## src/rtl/if_stage_pkg.sv

```systemverilog
// Shared definitions for the instruction-fetch stage: run/halt state
// encoding, the bubble instruction and the default reset PC.
package if_stage_pkg;

  localparam int unsigned XLEN    = 32;
  localparam int unsigned IM_AW   = 12;

  typedef enum logic {
    ST_RUN    = 1'b0,
    ST_HALTED = 1'b1
  } fetch_state_t;

  localparam logic [XLEN-1:0] NOP_INSTR        = 32'h0000_0000;
  localparam logic [XLEN-1:0] DEFAULT_RESET_PC = 32'h0000_0000;

endpackage

```

## src/rtl/if_stage_ifid_reg.sv

```systemverilog
// IF/ID pipeline register.
//   load   : capture instr_d / pc4_d and mark valid
//   bubble : capture NOP, clear valid, keep pc4 (takes priority over load)
//   neither: hold
// Outputs instr, pc4, valid are registered.
module ifid_reg
  import if_stage_pkg::*;
(
  input  logic            clk,
  input  logic            rst_n,
  input  logic            load,
  input  logic            bubble,
  input  logic [XLEN-1:0] instr_d,
  input  logic [XLEN-1:0] pc4_d,
  output logic [XLEN-1:0] instr,
  output logic [XLEN-1:0] pc4,
  output logic            valid
);

  always_ff @(posedge clk or negedge rst_n) begin
    if (!rst_n) begin
      instr <= NOP_INSTR;
      pc4   <= '0;
      valid <= 1'b0;
    end else if (bubble) begin
      instr <= NOP_INSTR;
      valid <= 1'b0;
    end else if (load) begin
      instr <= instr_d;
      pc4   <= pc4_d;
      valid <= 1'b1;
    end
  end

endmodule

```

## src/rtl/if_stage.sv

```systemverilog
// Instruction-fetch stage: PC register, RUN/HALTED control, fetch-fault
// tracking and valid-instruction counter, feeding an IF/ID register.
// Ports:
//   clk, rst_n                       clock, async active-low reset
//   stall                            hold PC and IF/ID
//   redirect_valid, redirect_target  load a new (word-aligned) PC
//   halt, go                         enter / leave HALTED
//   im_addr / im_data                external instruction memory
//   pc                               current fetch PC
//   ifid_instr, ifid_pc4, ifid_valid IF/ID register contents
//   fetch_fault                      sticky misaligned/out-of-range flag
//   instr_count                      valid instructions captured
module if_stage
  import if_stage_pkg::*;
#(
  parameter logic [31:0] RESET_PC = DEFAULT_RESET_PC,
  parameter int unsigned IM_BYTES = 4096
) (
  input  logic             clk,
  input  logic             rst_n,
  input  logic             stall,
  input  logic             redirect_valid,
  input  logic [XLEN-1:0]  redirect_target,
  input  logic             halt,
  input  logic             go,
  output logic [IM_AW-1:0] im_addr,
  input  logic [XLEN-1:0]  im_data,
  output logic [XLEN-1:0]  pc,
  output logic [XLEN-1:0]  ifid_instr,
  output logic [XLEN-1:0]  ifid_pc4,
  output logic             ifid_valid,
  output logic             fetch_fault,
  output logic [XLEN-1:0]  instr_count
);

  localparam logic [XLEN-1:0] IM_LIMIT = XLEN'(IM_BYTES);

  fetch_state_t    state;
  logic            do_halt, do_go, do_advance, fetch_ok;
  logic            pc_bad, tgt_bad, ifid_bubble;
  logic [XLEN-1:0] pc_plus4, tgt_aligned;

  assign im_addr = pc[IM_AW-1:0];

  // Per-edge decode; redirect outranks halt, which outranks stall.
  always_comb begin
    do_halt     = 1'b0;
    do_go       = 1'b0;
    do_advance  = 1'b0;
    pc_plus4    = pc + 32'd4;
    tgt_aligned = {redirect_target[XLEN-1:2], 2'b00};
    tgt_bad     = (redirect_target[1:0] != 2'b00) || (tgt_aligned >= IM_LIMIT);
    pc_bad      = (pc[1:0] != 2'b00) || (pc >= IM_LIMIT);
    if (!redirect_valid) begin
      if (state == ST_RUN) begin
        do_halt    = halt;
        do_advance = !halt && !stall;
      end else begin
        do_go = go && !halt;
      end
    end
    // Once a fault is latched every fetch becomes a bubble until cleared.
    fetch_ok    = do_advance && !fetch_fault && !pc_bad;
    ifid_bubble = redirect_valid || do_halt || (state == ST_HALTED) ||
                  (do_advance && !fetch_ok);
  end

  // PC, state, fault flag and counter.
  always_ff @(posedge clk or negedge rst_n) begin
    if (!rst_n) begin
      pc          <= RESET_PC;
      state       <= ST_RUN;
      fetch_fault <= 1'b0;
      instr_count <= '0;
    end else if (redirect_valid) begin
      pc          <= tgt_aligned;
      fetch_fault <= tgt_bad;
    end else begin
      if (do_halt) begin
        state <= ST_HALTED;
      end else if (do_go) begin
        state <= ST_RUN;
      end
      if (do_advance) begin
        pc <= pc_plus4;
        if (pc_bad) begin
          fetch_fault <= 1'b1;
        end
      end
      if (fetch_ok) begin
        instr_count <= instr_count + 32'd1;
      end
    end
  end

  ifid_reg u_ifid_reg (
    .clk     (clk),
    .rst_n   (rst_n),
    .load    (fetch_ok),
    .bubble  (ifid_bubble),
    .instr_d (im_data),
    .pc4_d   (pc_plus4),
    .instr   (ifid_instr),
    .pc4     (ifid_pc4),
    .valid   (ifid_valid)
  );

endmodule

```

## config.mk

```make
export PLATFORM = sky130hd
export DESIGN_NAME = if_stage
export DESIGN_NICKNAME = d
export VERILOG_FILES = /design/src/rtl/if_stage_pkg.sv /design/src/rtl/if_stage_ifid_reg.sv /design/src/rtl/if_stage.sv
export SDC_FILE = /design/constraint.sdc
export NUM_CORES = 1
export LEC_CHECK = 0
export CAP_MARGIN = 15
export CORE_AREA = 2 2 96 98
export CTS_CLUSTER_SIZE = 14
export DETAILED_ROUTE_END_ITERATION = 8
export DIE_AREA = 0 0 98 100
export DONT_BUFFER_PORTS = 1
export PLACE_DENSITY = 0.82
export SLEW_MARGIN = 10
export SYNTH_ARGS = -nofsm -noshare
export SYNTH_HDL_FRONTEND = slang
export SYNTH_SLANG_ARGS = --single-unit
export TNS_END_PERCENT = 100
```

## constraint.sdc

```tcl
create_clock -name clk -period 5.1 [get_ports clk]
set_clock_uncertainty 0.1 [all_clocks]
set_input_delay 0.765 -clock clk [delete_from_list [all_inputs] [get_ports clk]]
set_output_delay 0.765 -clock clk [all_outputs]
set_load 0.02 [all_outputs]
```

==> results of run 1 <==
[final cells by class]
cell class | instances | area share
multi-input combinational | 363 | 0.3684
inverter | 6 | 0.003544
clock inverter | 12 | 0.02914
tap | 111 | 0.02185
clock buffer | 19 | 0.06793
sequential | 127 | 0.5001
timing repair buffer | 5 | 0.009057
[cells in the final DEF, fill, tap and decap left out, types with 15 or more instances in the layout]
cell type	count
nand3_1	31
a22o_1	33
nand2_1	69
clkbuf_16	16
xnor2_1	39
o21ai_0	38
nor2_1	15
nand4_1	25
dfrtp_1	127
xor2_1	29
and2_1	19
[worst max-delay path: stages (launching register included)]
cell and delay, ns:
dfrtp_1 0.74, ha_1 0.33, nand3_1 0.12, nor2_1 0.74
nand3_1 0.19, xnor2_1 0.19, mux2_2 0.28
[how the worst min path moves through the flow]
stage | startpoint | to | slack [ns] | cells past startpoint
final | rst_n | u_ifid_reg.pc4[27]$_DFFE_PN0P_ | 0.12 | 1
after global routing | rst_n | u_ifid_reg.pc4[15]$_DFFE_PN0P_ | 0.16 | 1
after CTS | rst_n | u_ifid_reg.pc4[27]$_DFFE_PN0P_ | 0.15 | 1
after detailed placement | rst_n | u_ifid_reg.pc4[28]$_DFFE_PN0P_ | 0.37 | 0
after global placement | rst_n | u_ifid_reg.pc4[27]$_DFFE_PN0P_ | 0.37 | 0
after floorplan | rst_n | fetch_fault$_DFFE_PN0P_ | 0.37 | 0
[per-layer routing]
metal,share of wire,track usage,wire length [um],vias to the layer above
li1,-,-,-,1817
met3,0.095,0.1093,1230,20
met2,0.50,0.4336,6422,199
met5,0,0,0,-
met4,0.017,0.1058,220,0
met1,0.39,0.3230,5078,1978
[cell families (layout without fill, tap and decap cells)]
group / count (synthesis) / count (layout) / synth area share
and+or+nand+nor: 208 / 208 / 0.1952
DFF: 127 / 127 / 0.5553
AOI/OAI and AO/OA: 73 / 73 / 0.08614
xor gates and xnor gates: 69 / 69 / 0.1069
buffers and inverters: 46 / 42 / 0.04132
muxes: 4 / 4 / 0.007870
adders and majority gates: 3 / 3 / 0.006560
other: 1 / 6 / 0.0006553
[metrics by stage]
step / utilization / area [um^2]
global route: 0.7148 / 6355
CTS: 0.7148 / 6355
finish: 0.7148 / 6355
floorplan: - / 5742
global placement: 0.6424 / 5710
detailed placement: 0.6424 / 5710
[sequential cells by signal, summed over array words and instances (netlist names)]
name	count
u_ifid_reg.valid	1
pc	30
u_ifid_reg.instr	32
u_ifid_reg.pc4	30
state	1
instr_count	32
fetch_fault	1
[power by group through the flow]
stage               Combinational [mW]  Sequential, mW  Clock [mW]
floorplan                       0.0877            1.11           0
global placement                0.0660            1.13           0
detailed placement              0.0693            1.14           0
CTS                             0.0917            1.12        1.26
global route                     0.104            1.12        1.32
finish                          0.0906            1.12        1.24
==> summary.txt, run 1 <==
Status
  • Outcome: finished, final reports clean

Clocking
  • Sink Count: between 100 and 150
  • Post-cts gate resize count: 0
  • CTS Root Cell: clkbuf_8
  • CTS Buffer Depth: 2
  • Worst-path clk slew: 0.06 ns
  • Post-CTS Setup Inserts: 0
  • Clk_lat worst skew: around 0.5 ns
  • H-tree levels: 4
  • CTS tree: built
  • TritonCTS buffer count: 17
  • Hold_buf cts: 1

Cells and area
  • Fill count: 650
  • Register area: ~3200 um^2
  • Ratio of cells with drive above 1 in the final layout: 0.09586
  • Nets: 593
  • ANT cells: 0
  • Non-Filler Instances: 643
  • Area grow syn2layout: 11.04%
  • Footprint of the multi-input gates: 2341 um^2

STA
  • RSZ-0062 raised after global routing: false
  • Setup WS post-layout: 2.296 ns
  • Slew HR: 0.3780
  • Setup violations, final: 0
  • Final hold violations: 0
  • Crit path time final: 2.804 ns
  • Final worst-path cycle share: 0.5498
  • Setup TNS: 0 ns
  • Peak Freq: 356.6 MHz
  • Worst-Margin Slew: 0.9307 ns
  • Slew Viols, Final: 0
  • Final hold slack: 0.1183 ns

Die
  • Die Wd: 98 um
  • Core box area: between 8000 and 9000 um^2
  • Die area: 9800 um^2
  • Starting density of the core: 0.6438
  • FP Rows: 35
  • Die Y-Extent: 100 um
  • Total I/O pin count: 212

Setup path
  • Setup crit start kind: flip-flop
  • CP Capture Type: flip-flop
  • R2r setup slk: 2.30 ns
  • FF-to-FF path depth: 6
  • Worst r2r src: pc[2]$_DFFE_PN0P_
  • CP startpoint: pc[2]$_DFFE_PN0P_
  • Worst Path Required: 5.39 ns
  • CP Capture Point: pc[28]$_DFFE_PN0P_
  • WP data arrival: 3.09 ns
  • FF-to-FF End: pc[28]$_DFFE_PN0P_
  • Setup Crit Path Kind: reg2reg
  • CP max FO: 13

Power
  • Gate power share: 0.037
  • Leak pwr: 2.779 nW
  • Cell Int Power: approximately 1.9 mW
  • P_sw: 0.5771 mW
  • Peak supply drop: roughly 0.00021 V
  • Clk pwr share: 0.507
  • Pwr/cell area: 385.7 nW/um^2
  • Final Power: 2.451 mW
  • Sequential share of power: 0.456
  • Sw Ratio: 0.2354

Logic synthesis
  • Mean Syn Cell Area: 10.78 um^2
  • Post-synth EDFFs: 0
  • Netlist cell types: 35
  • Leading register cell type out of synthesis: dfrtp_1
  • Synthesis-stage register bit count: 127
  • Count leader, synth: dfrtp_1
  • Area share of the leading cell type in the synthesized netlist: 0.5553
  • Synth top cells by count: 127 x dfrtp_1, 69 x nand2_1, 39 x xnor2_1
  • Leading area contributor after synthesis: dfrtp_1
  • Ranking of synthesized cells by area: dfrtp_1 56%, xnor2_1 6.0%, a22o_1 5.1%
  • Post-synthesis cell area: 5723 um^2
  • Mapped Cells: 531
  • YS warnings: 0
  • Ys async rst share: 1.000
  • Sequential fraction of the synthesis area: 0.5553

Flow run
  • Max-cap violations: 0

GRT
  • Largest net degree at the start of global routing: 128
  • Initial antenna violation count: 0
  • First-pass GRT wire length: 20810 um
  • Gr usage total: 0.2679
  • Remaining global-route overflow: 0
  • Vias in the first global route: around 4000

Detailed routing
  • # DRC: 0
  • Drt wl/cell: 20.14 um
  • Vias/cell: 6.243
  • Post-route ant nets: 0
  • Final wirelength: 12950 um
  • Initial DRC count: 207
  • Detailed-router iteration count before antenna repair: 4
  • Vias: 4014

Placement
  • Post-DP HPWL: just under 9000 um
  • Placed instance count: about 610
  • Gpl congestion: 0.8780
  • Worst slack, placed: 2.281 ns
  • Number of I/O port buffers: 0

Hold path
  • Hold Crit Class: in2async
Power figures use the tool's default switching activity.
==> inputs of run 2 (changes only) <==
--- a/config.mk
+++ b/config.mk
@@ -6,12 +6,12 @@
 export NUM_CORES = 1
 export LEC_CHECK = 0
 export CAP_MARGIN = 15
-export CORE_AREA = 2 2 96 98
+export CORE_AREA = 2 2 99 101
 export CTS_CLUSTER_SIZE = 14
 export DETAILED_ROUTE_END_ITERATION = 8
-export DIE_AREA = 0 0 98 100
+export DIE_AREA = 0 0 101 103
 export DONT_BUFFER_PORTS = 1
-export PLACE_DENSITY = 0.82
+export PLACE_DENSITY = 0.77
 export SLEW_MARGIN = 10
 export SYNTH_ARGS = -nofsm -noshare
 export SYNTH_HDL_FRONTEND = slang
==> constraint.sdc (replaced) <==
create_clock -name clk -period 2.7 [get_ports clk]
set_clock_uncertainty 0.1 [all_clocks]
set_input_delay 0.405 -clock clk [delete_from_list [all_inputs] [get_ports clk]]
set_output_delay 0.405 -clock clk [all_outputs]
set_load 0.02 [all_outputs]
==> summary.txt, run 2 (synthesis results as in run 1) <==
Setup path
  • WP data arrival: between 2 and 3 ns
  • FF-to-FF path depth: 8
  • Worst Path Required: ~3.1 ns
  • Cell with the largest stage delay on the worst path: dlygate4sd3_1
  • Most used cell along the critical path: buf_4
  • R2r setup slk: 0.19 ns
  • Setup Crit Path Kind: reg2reg
  • Setup crit start kind: flip-flop
  • Worst r2r src: state$_DFFE_PN0P_
  • CP Capture Type: flip-flop
  • Crit path cell chain: nor3_2 -> buf_4 -> and4_4 -> buf_4 -> nand2_1 -> xor2_1 -> o21ai_0 -> dlygate4sd3_1
  • Worst path max stage delay: roughly 0.56 ns
  • FF-to-FF End: pc[16]$_DFFE_PN0P_
  • CP max FO: 14

Power
  • Clk pwr share: 0.484
  • Peak supply drop: 0.0004204 V
  • P_sw: 1.073 mW
  • Gate power share: 0.089
  • Pwr/cell area: 643.1 nW/um^2
  • Leak pwr: 3.200 nW
  • Sw Ratio: 0.2308
  • Sequential share of power: 0.428
  • Cell Int Power: 3.576 mW

Status
  • Failing checks: hold timing
  • Outcome: finished with violations

GRT
  • Remaining global-route overflow: 0
  • Initial antenna violation count: 0
  • Largest net degree at the start of global routing: ~130
  • Gr usage total: 0.2857
  • First-pass GRT wire length: ~23000 um
  • Vias in the first global route: approximately 4500

STA
  • Slew Viols, Final: 0
  • Final worst-path cycle share: 0.9299
  • Peak Freq: between 300 and 400 MHz
  • Final hold slack: -0.5117 ns
  • Setup violations, final: 0
  • Crit path time final: 2.511 ns
  • Setup WS post-layout: 0.1893 ns
  • Final hold violations: 127
  • Slew HR: 0.6153
  • Worst-Margin Slew: 0.5764 ns
  • Setup TNS: 0 ns
  • RSZ-0062 raised after global routing: false

Clocking
  • CTS Root Cell: clkbuf_8
  • CTS Buffer Depth: 2
  • Clk_lat worst skew: 0.51 ns
  • Worst-path clk slew: 0.06 ns
  • Hold_buf cts: 65
  • Post-CTS Setup Inserts: 0
  • CTS tree: built
  • Sink Count: 127
  • TritonCTS buffer count: 17
  • H-tree levels: 4

Cells and area
  • Commonest cells after routing, fill and taps aside: 127 x dfrtp_1, 69 x nand2_1, 64 x dlygate4sd3_1
  • Area grow syn2layout: 26.32%
  • Fill count: 617
  • Register area: 3178 um^2
  • Ratio of cells with drive above 1 in the final layout: 0.1347
  • Footprint of the multi-input gates: roughly 2300 um^2
  • Nets: 691
  • Commonest non-fill, non-tap cell in the layout: dfrtp_1
  • Biggest regs: instr_count x32, u_ifid_reg.instr x32
  • ANT cells: 0

Placement
  • Gpl congestion: 0.9400
  • Post-DP HPWL: 9163 um
  • Number of I/O port buffers: 0
  • Worst slack, placed: about 0.27 ns

Die
  • Die area: 10400 um^2
  • Die Wd: just over 100 um
  • Core box area: between 9000 and 10000 um^2
  • Starting density of the core: 0.6050
  • Die Y-Extent: 103 um
  • Total I/O pin count: 212
  • FP Rows: 36

Detailed routing
  • Initial DRC count: a little over 300
  • # DRC: 0
  • Vias/cell: 5.980
  • Vias: 4455
  • Detailed-router iteration count before antenna repair: 5
  • Post-route ant nets: 0
  • Final wirelength: 14670 um
  • Drt wl/cell: 19.69 um

Hold path
  • Hold Crit Class: in2async

Flow run
  • Max-cap violations: 0
## run 2: changes by cell type in the layout (fill, tap and decap cells not counted), sizes merged, moves of 2 or more
| cell | change |
|---|---|
| dlygate4sd3 | +64 |
| buf | +34 |
| clkbuf | +3 |
| clkinv | -2 |
| clkinvlp | +2 |
## run 2: power groups by stage
| stage | combinational [mW] | clock, mW | sequential, mW |
|---|---|---|---|
| finish | 0.413 | 2.25 | 1.99 |
| global route | 0.442 | 2.39 | 1.99 |
| CTS | 0.404 | 2.28 | 1.99 |
| detailed placement | 0.311 | 0 | 2.02 |
| global placement | 0.306 | 0 | 2.02 |
| floorplan | 0.166 | 0 | 2.10 |
## run 2: layout make-up
type                            count  area share
Timing Repair Buffer              103      0.1326
Inverter                            6    0.003115
Multi-Input combinational cell    363      0.3235
Tap cell                          114     0.01973
Sequential cell                   127      0.4396
Clock buffer                       22     0.06265
Clock inverter                     10     0.01886
## run 2: worst max path at each step
stage	start	endpoint	slack [ns]	cells past startpoint
after floorplan	pc[16]$_DFFE_PN0P_	instr_count[21]$_DFFE_PN0P_	0.41	5
after global placement	pc[25]$_DFFE_PN0P_	instr_count[21]$_DFFE_PN0P_	0.33	5
after detailed placement	pc[25]$_DFFE_PN0P_	instr_count[21]$_DFFE_PN0P_	0.27	5
after CTS	state$_DFFE_PN0P_	pc[16]$_DFFE_PN0P_	0.07	8
after global routing	state$_DFFE_PN0P_	pc[16]$_DFFE_PN0P_	0.08	8
final	state$_DFFE_PN0P_	pc[16]$_DFFE_PN0P_	0.19	8
## run 2: what timing repair did
| item | in CTS | in global routing |
|---|---|---|
| hold endpoints to repair | 190 | 127 |
| resized for setup | 0 | 2 |
| setup endpoints to repair | 0 | 1 |
## run 2: stage by stage
stage	cell area, um^2	std cells	utilization	total power, mW
2_1_floorplan	5742	536	-	2.262
3_3_place_gp	5977	648	0.6319	2.323
3_5_place_dp	5977	648	0.6319	2.332
4_1_cts	7227	745	0.7640	4.673
5_1_grt	7229	745	0.7643	4.827
6_report	7229	745	0.7643	4.649
## run 2: layer usage
layer  vias up  wire length (um)  global-route usage
met3        32              1160              0.1044
met1      2186              5465              0.3306
met2       219              7684              0.4754
met4         0               357              0.1362
li1       2018                 -                   -
met5         -                 0                   0
## run 2: worst max-delay path: cells and delay by family (launching register included)
kind | cells | cell delay (ns)
AND/OR/NAND/NOR | 3 | 0.66
buffers and inverters | 3 | 0.98
AO/OA/AOI/OAI | 1 | 0.15
XOR/XNOR | 1 | 0.15
flip-flops | 1 | 0.42
==> inputs of run 3 (changes only) <==
--- a/config.mk
+++ b/config.mk
@@ -6,10 +6,10 @@
 export NUM_CORES = 1
 export LEC_CHECK = 0
 export CAP_MARGIN = 15
-export CORE_AREA = 2 2 99 101
+export CORE_AREA = 4 4 101 103
 export CTS_CLUSTER_SIZE = 14
 export DETAILED_ROUTE_END_ITERATION = 8
-export DIE_AREA = 0 0 101 103
+export DIE_AREA = 0 0 105 107
 export DONT_BUFFER_PORTS = 1
 export PLACE_DENSITY = 0.77
 export SLEW_MARGIN = 10
==> summary.txt, run 3 (synthesis results as in run 1) <==
Setup path
  • CP startpoint: pc[15]$_DFFE_PN0P_
  • FF-to-FF End: instr_count[21]$_DFFE_PN0P_
  • FF-to-FF path depth: 5
  • Worst r2r src: pc[15]$_DFFE_PN0P_
  • CP Depth: 5
  • Crit path cell chain: nor4_4 -> nand4_2 -> or4_4 -> or3_4 -> xnor2_2
  • Cell with the largest stage delay on the worst path: or4_4
  • CP max FO: 5
  • Setup crit start kind: flip-flop
  • CP Capture Type: flip-flop
  • Crit path buffers/inverters: 0
  • WP data arrival: 2.59 ns
  • Top delay family on crit path: simple AND/OR/NAND/NOR gates
  • CP Capture Point: instr_count[21]$_DFFE_PN0P_
  • Worst Path Required: 2.97 ns
  • Setup Crit Path Kind: reg2reg
  • R2r setup slk: 0.38 ns
  • Worst path max stage delay: roughly 0.6 ns

Cells and area
  • ANT cells: 0
  • Biggest regs: instr_count x32, u_ifid_reg.instr x32
  • Area grow syn2layout: 26.56%
  • Commonest cells after routing, fill and taps aside: 127 x dfrtp_1, 69 x nand2_1, 64 x dlygate4sd3_1
  • Nets: 693
  • Ratio of cells with drive above 1 in the final layout: 0.1374
  • Commonest non-fill, non-tap cell in the layout: dfrtp_1
  • Fill count: 556

Die
  • Die Wd: 105 um
  • Die area: roughly 11000 um^2
  • Die Y-Extent: 107 um
  • Starting density of the core: 0.6223
  • FP Rows: 35
  • Core box area: ~9200 um^2
  • Total I/O pin count: 212

Power
  • P_sw: 1.111 mW
  • Gate power share: 0.088
  • Clk pwr share: 0.486
  • Peak supply drop: 0.0003773 V
  • Sequential share of power: 0.426
  • Leak pwr: around 3.2 nW
  • Cell Int Power: 3.564 mW
  • Final Power: 4.676 mW
  • Pwr/cell area: 645.5 nW/um^2
  • Sw Ratio: 0.2377

Clocking
  • Sink Count: about 130
  • H-tree levels: 4
  • Clk_lat worst skew: 0.50 ns
  • TritonCTS buffer count: 17
  • Hold_buf cts: 65
  • CTS Root Cell: clkbuf_8
  • Worst-path clk slew: 0.06 ns
  • Post-cts gate resize count: 0
  • CTS tree: built
  • CTS Buffer Depth: 2
  • Post-CTS Setup Inserts: 0

STA
  • Setup violations, final: 0
  • Slew Viols, Final: 0
  • Slew HR: 0.6520
  • Setup WS post-layout: between 0.3 and 0.4 ns
  • Final worst-path cycle share: 0.8598
  • Final hold slack: -0.5072 ns
  • Final hold violations: 127
  • Worst-Margin Slew: 0.5173 ns
  • Setup TNS: 0 ns
  • RSZ-0062 raised after global routing: false
  • Crit path time final: 2.321 ns
  • Peak Freq: 430.8 MHz

Flow run
  • Max-cap violations: 0

Detailed routing
  • Drt wl/cell: 19.95 um
  • Final wirelength: between 10000 and 15000 um
  • Detailed-router iteration count before antenna repair: 5
  • Initial DRC count: 285
  • # DRC: 0
  • Vias/cell: 5.977
  • Vias: 4447
  • Post-route ant nets: 0

GRT
  • Vias in the first global route: 4690
  • Gr usage total: 0.2708
  • Largest net degree at the start of global routing: 128
  • Remaining global-route overflow: 0
  • First-pass GRT wire length: approximately 24000 um
  • Initial antenna violation count: 0

Status
  • Failing checks: hold timing
  • Outcome: finished with violations

Hold path
  • Hold Crit Class: in2async

Placement
  • Gpl congestion: 0.8609
  • Post-DP HPWL: 9432 um
  • Number of I/O port buffers: 0
  • Worst slack, placed: 0.3761 ns
## run 3: final cells by class
| cell class | instances | area (um^2) | share of cell area |
|---|---|---|---|
| timing repair buffer | 105 | 973.4 | 0.1344 |
| clock buffer | 20 | 435.4 | 0.06011 |
| sequential | 127 | 3178 | 0.4388 |
| clock inverter | 12 | 158.9 | 0.02194 |
| inverter | 6 | 22.52 | 0.003109 |
| tap | 111 | 138.9 | 0.01917 |
| multi-input combinational | 363 | 2336 | 0.3225 |
## run 3: power by group through the flow
stage          Sequential, mW  Combinational, mW  Clock (mW)
5_1_grt                  2.00              0.441        2.40
4_1_cts                  1.99              0.405        2.30
3_3_place_gp             2.02              0.310           0
6_report                 1.99              0.410        2.27
3_5_place_dp             2.02              0.313           0
2_1_floorplan            2.10              0.166           0
## run 3: how the worst min path moves through the flow
| stage | startpoint | to | slack [ns] | cells after the start |
|---|---|---|---|---|
| after floorplan | rst_n | fetch_fault$_DFFE_PN0P_ | 0.009 | 0 |
| after global placement | rst_n | u_ifid_reg.pc4[28]$_DFFE_PN0P_ | 0.01 | 0 |
| after detailed placement | rst_n | u_ifid_reg.pc4[16]$_DFFE_PN0P_ | 0.01 | 0 |
| after CTS | rst_n | u_ifid_reg.pc4[8]$_DFFE_PN0P_ | -0.53 | 0 |
| after global routing | rst_n | u_ifid_reg.pc4[11]$_DFFE_PN0P_ | -0.54 | 0 |
| final | rst_n | u_ifid_reg.pc4[29]$_DFFE_PN0P_ | -0.51 | 0 |
## run 3: metrics by stage
step / instance area (um^2) / cells / util
floorplan: 5742 / 536 / -
global placement: 5988 / 647 / 0.6512
detailed placement: 5988 / 647 / 0.6512
CTS: 7243 / 744 / 0.7876
global route: 7243 / 744 / 0.7876
finish: 7243 / 744 / 0.7876
## run 3: routing by layer
| layer | track usage | wire length, um | share of wire | up-vias |
|---|---|---|---|---|
| met2 | 0.4464 | 7517 | 0.51 | 250 |
| li1 | - | - | - | 2026 |
| met1 | 0.3301 | 5593 | 0.38 | 2137 |
| met5 | 0 | 0 | 0 | - |
| met4 | 0.1078 | 310 | 0.021 | 0 |
| met3 | 0.09031 | 1420 | 0.096 | 34 |
